## src/rtl/div_seq_ctrl.sv

```systemverilog
// Sequencing controller for the restoring-division datapath (D, A, Q registers).
// Strobes are registered Moore outputs so they settle before the datapath's negedge capture.
module div_seq_ctrl #(
    parameter int WIDTH = 8,
    parameter int CNT_W = 4
) (
    input  logic             clk,
    input  logic             rst,
    input  logic             start,
    input  logic             d_zero,
    input  logic             a_msb,
    output logic             ld_d,
    output logic             ld_q,
    output logic             clr_a,
    output logic             shift_aq,
    output logic             sub_a,
    output logic             add_a,
    output logic             wr_q0,
    output logic             q0_val,
    output logic             busy,
    output logic             done,
    output logic             err,
    output logic [CNT_W-1:0] cnt
);

    typedef enum logic [3:0] {
        S_IDLE,
        S_LOAD,
        S_CHECK,
        S_SHIFT,
        S_SUB,
        S_TEST,
        S_RESTORE,
        S_SETQ,
        S_DONE,
        S_ERR
    } state_t;

    typedef struct packed {
        logic ld_d;
        logic ld_q;
        logic clr_a;
        logic shift_aq;
        logic sub_a;
        logic add_a;
        logic wr_q0;
        logic q0_val;
        logic busy;
        logic done;
        logic err;
    } strobes_t;

    state_t           state_q, state_d;
    logic [CNT_W-1:0] cnt_q, cnt_d;
    strobes_t         out_q, out_d;

    // Outputs of a state; registering decode(state_d) gives outputs of state_q.
    function automatic strobes_t decode(input state_t s);
        strobes_t o;
        o = '0;
        case (s)
            S_LOAD: begin
                o.ld_d  = 1'b1;
                o.ld_q  = 1'b1;
                o.clr_a = 1'b1;
                o.busy  = 1'b1;
            end
            S_CHECK: o.busy = 1'b1;
            S_SHIFT: begin
                o.shift_aq = 1'b1;
                o.busy     = 1'b1;
            end
            S_SUB: begin
                o.sub_a = 1'b1;
                o.busy  = 1'b1;
            end
            S_TEST: o.busy = 1'b1;
            S_RESTORE: begin
                o.add_a  = 1'b1;
                o.wr_q0  = 1'b1;
                o.q0_val = 1'b0;
                o.busy   = 1'b1;
            end
            S_SETQ: begin
                o.wr_q0  = 1'b1;
                o.q0_val = 1'b1;
                o.busy   = 1'b1;
            end
            S_DONE: o.done = 1'b1;
            S_ERR: begin
                o.done = 1'b1;
                o.err  = 1'b1;
            end
            default: o = '0;
        endcase
        return o;
    endfunction

    always_comb begin
        state_d = state_q;
        cnt_d   = cnt_q;
        case (state_q)
            S_IDLE:  if (start) state_d = S_LOAD;
            S_LOAD: begin
                cnt_d   = CNT_W'(WIDTH);
                state_d = S_CHECK;
            end
            S_CHECK: state_d = d_zero ? S_ERR : S_SHIFT;
            S_SHIFT: state_d = S_SUB;
            S_SUB:   state_d = S_TEST;
            S_TEST:  state_d = a_msb ? S_RESTORE : S_SETQ;
            S_RESTORE, S_SETQ: begin
                // Loop exit looks at the count before this iteration's decrement.
                cnt_d   = cnt_q - CNT_W'(1);
                state_d = (cnt_q == CNT_W'(1)) ? S_DONE : S_SHIFT;
            end
            S_DONE, S_ERR: state_d = S_IDLE;
            default: state_d = S_IDLE;
        endcase
        out_d = decode(state_d);
    end

    always_ff @(posedge clk) begin
        if (rst) begin
            state_q <= S_IDLE;
            cnt_q   <= '0;
            out_q   <= '0;
        end else begin
            state_q <= state_d;
            cnt_q   <= cnt_d;
            out_q   <= out_d;
        end
    end

    assign ld_d     = out_q.ld_d;
    assign ld_q     = out_q.ld_q;
    assign clr_a    = out_q.clr_a;
    assign shift_aq = out_q.shift_aq;
    assign sub_a    = out_q.sub_a;
    assign add_a    = out_q.add_a;
    assign wr_q0    = out_q.wr_q0;
    assign q0_val   = out_q.q0_val;
    assign busy     = out_q.busy;
    assign done     = out_q.done;
    assign err      = out_q.err;
    assign cnt      = cnt_q;

endmodule

```

## config.mk

```make
export PLATFORM = sky130hd
export DESIGN_NAME = div_seq_ctrl
export DESIGN_NICKNAME = d
export VERILOG_FILES = /design/src/rtl/div_seq_ctrl.sv
export SDC_FILE = /design/constraint.sdc
export NUM_CORES = 1
export LEC_CHECK = 0
export CORE_MARGIN = 2
export CORE_UTILIZATION = 45
export CTS_CLUSTER_SIZE = 24
export DETAILED_ROUTE_END_ITERATION = 10
export PLACE_DENSITY = 0.81
export SLEW_MARGIN = 0
export SYNTH_ARGS = -nofsm -noshare
export SYNTH_HDL_FRONTEND = slang
export SYNTH_SLANG_ARGS = --single-unit
```

## constraint.sdc

```tcl
create_clock -name clk -period 1.6 [get_ports clk]
set_input_delay 0.32 -clock clk [delete_from_list [all_inputs] [get_ports clk]]
set_output_delay 0.32 -clock clk [all_outputs]
set_load 0.02 [all_outputs]
```

==> results.toml <==
[pwr]
powerDensity_nw_per_um2 = 821
internal_power_w = 0.000617
leakagePower_nw = 0.498
p_switching_w = 0.000232
pwr-share-clk_pct = 27.1
ir_worst_vdd_uv = 524
swShare_pct = 27.3
power_frac_comb_pct = 18.5
seq_power_share_pct = 54.4

[place]
dp.cells = 118
gp_congestion = 0.801
dp_slack_ns = -0.175
place_area_um2 = 981
dpl.hpwl_um = 1090
portBuffers = 19

[clocking]
cts_made_buffers = 3
cts_tree = "built"
root_buffer = "clkbuf_4"
cts_max_level = 1
path_clk_slew_ns = 0.10
cts.sinks = 17
clk-insertion-delay-late_ns = 0.29
cts_max_path_buffers = 2

[timing]
hold_ws_ns = 0.547
worst_pin_slew_ns = 0.538
fin_skew_ns = 0.00374
final_hold_viol_count = 0
final_max_slew_viol_count = 0
fin_crit_ns = 1.54
finalCritPeriodShare_pct = 96.1
setup_viol = 0
slew-limit-headroom_pct = 63.6
fmax_mhz = 650
rsz0062_at_grt = "no"
layout_setup_ws_ns = 0.0624

[final_layout]
stdcell_count = 123
finalNetCount = 115
nFillCells = 117
diodes = 0
area_growth_pct = 38.6
drive_gt1_share_pct = 21.5
design_area_um2 = 1030
final_cell_mix = "nor2_1 (14), dfxtp_1 (14), clkdlybuf4s50_1 (12), buf_4 (10)"

[floorplan]
core_um2 = 1520
dieArea_um2 = 2000
start_util_pct = 48.9
rows = 14
die_y_um = 44.7
dieWidth_um = 44.7
pin_count = 20

[routing]
via_count = 640
vias_per_cell = 5.20
wirelength_um = 1430
wl_per_cell_um = 11.6
drtIter0Drc = 16
drc = 0
drtAntennaViolNets = 0
firstDrtPassIters = 4

[setup_path]
crit_family = "buffers and inverters"
timing.rr.start = "cnt[1]"
cpPeakStageDelay_ns = 0.61
worstPathArrival_ns = 1.22
crit_fanout = 1
cp_num_buf_inv = 1
r2r_cells = 6
crit_end = "wr_q0"
crit_start = "wr_q0"
cp_slowest_cell = "clkdlybuf4s50_1"
r2r_setup_slack_ns = 0.14
start_kind = "register"
reg2reg_to = "ld_d"
end_kind = "output port"
path_class = "reg2out"
cp_cell_sequence = "clkdlybuf4s50_1"
cp_data_required_time_ns = 1.28
path_depth = 1

[global_routing]
overflow = 0
antenna_found_initial = 0
grt_pass1_vias = 568
grt_max_degree = 12
grt_pass1_wl_um = 2260
grt_use_total_pct = 15.4

[synthesis]
ys_warn_count = 0
muxShareOfSynthArea_pct = 0
synth_top_family_by_area = "simple AND/OR/NAND/NOR gates"
ys_types = 32
yosys.area_share.simple_pct = 32.0
syn_nets = 87
yosysSeqAreaShare_pct = 45.6
ys_ff_latch = 17
synth_fa_ha_area_share_pct = 3.36
synth_compound_area_share_pct = 11.2
syn_area_um2 = 746
syn_inst = 80
synthXorXnorAreaFrac_pct = 0
syn_avg_cell_area_um2 = 9.32

[outcome]
status = "completed"

[hold_path]
min_path_type = "reg2reg"

[run]
maxCapViolCount = 0
==> cell type report <==
class,instances,area (µm²),share of cell area [%]
Multi-Input combinational cell,54,363,35.1
Sequential cell,17,344,33.3
Timing Repair Buffer,29,268,25.9
Clock buffer,3,22.5,2.18
Tap cell,16,20.0,1.94
Inverter,3,11.3,1.09
Clock inverter,1,5.00,0.484
==> metal layers <==
layer	part of all wire (%)	up-vias	global-route usage [%]
met1	49	295	19.3
li1	-	334	-
met2	47	9	24.9
met4	0.91	0	7.27
met5	0	-	0
met3	3.4	2	3.60
==> worst reg2reg max path: stages (launching register included) <==
cell and delay [ns]:
dfxtp_2 0.34, inv_1 0.05, ha_1 0.18, nor3b_4 0.16, a221o_1 0.34, nand2b_4 0.15, and3b_1 0.19
==> flip-flops by register name, indices dropped and copies added, names as in the netlist <==
signal    cells
cnt           4
ld_d          1
shift_aq      1
wr_q0         1
busy          1
state_q       4
done          1
q0_val        1
err           1
add_a         1
sub_a         1
==> stage by stage <==
step / power [W] / TNS (ns) / utilization (%)
after floorplan: 0.000568 / 0 / -
after global placement: 0.000626 / -0.723 / 64.4
after detailed placement: 0.000628 / -1.03 / 64.4
after CTS: 0.000856 / 0 / 65.8
after global routing: 0.000890 / 0 / 67.8
final: 0.000849 / 0 / 67.8
==> cell families (layout without fill, tap and decap cells) <==
kind of cell,after synthesis,in the layout
buf+inv,9,36
flops,17,17
fa+ha+maj,2,2
simple gates,40,40
compound gates,12,12
==> Yosys cell counts <==
library cell	instances	area, µm²
a211oi_1	2	15.0
clkbuf_2	1	5.00
or2b_1	1	7.51
nor3_1	4	20.0
nand2_1	3	11.3
inv_1	3	11.3
a31oi_1	1	6.26
buf_4	2	15.0
and3b_1	2	17.5
a21oi_1	4	20.0
or4b_1	1	10.0
and3_1	2	12.5
buf_6	1	11.3
and2b_1	1	7.51
nand2b_4	1	13.8
o21bai_1	1	7.51
nor2_1	14	52.6
a22oi_1	1	7.51
a21o_2	1	8.76
a311oi_1	1	8.76
dfxtp_1	17	340
buf_2	1	5.00
clkdlybuf4s25_2	1	10.0
nor4b_1	2	17.5
nor3b_1	3	22.5
nor4_1	1	6.26
a221o_1	1	10.0
nand2b_1	1	6.26
ha_1	2	25.0
nand3b_1	2	15.0
and4bb_2	1	12.5
or2_2	1	6.26
==> worst min path at each step <==
stage           start      to  slack [ns]  cells past startpoint
6_report       cnt[2]  cnt[2]        0.55                      2
5_1_grt        cnt[2]  cnt[2]        0.58                      2
4_1_cts        cnt[2]  cnt[2]        0.50                      2
3_5_place_dp   cnt[2]  cnt[2]        0.49                      2
3_3_place_gp   cnt[2]  cnt[2]        0.48                      2
2_1_floorplan  d_zero    done        0.50                      2
==> power groups by stage <==
stage | combinational (W) | sequential, W | clock, W
global placement | 0.000157 | 0.000469 | 0
CTS | 0.000156 | 0.000460 | 0.000240
floorplan | 0.0000887 | 0.000479 | 0
global route | 0.000171 | 0.000465 | 0.000255
finish | 0.000157 | 0.000462 | 0.000230
detailed placement | 0.000158 | 0.000470 | 0
==> timing repair <==
action / 4_1_cts / 5_1_grt
pin swaps: 0 / 1
cloned: 0 / 0
resized for setup: 4 / 8
hold endpoints to repair: 0 / 0
setup endpoints to repair: 4 / 5
setup buffers: 0 / 2
hold buffers: 0 / 0
Power figures use the tool's default switching activity.
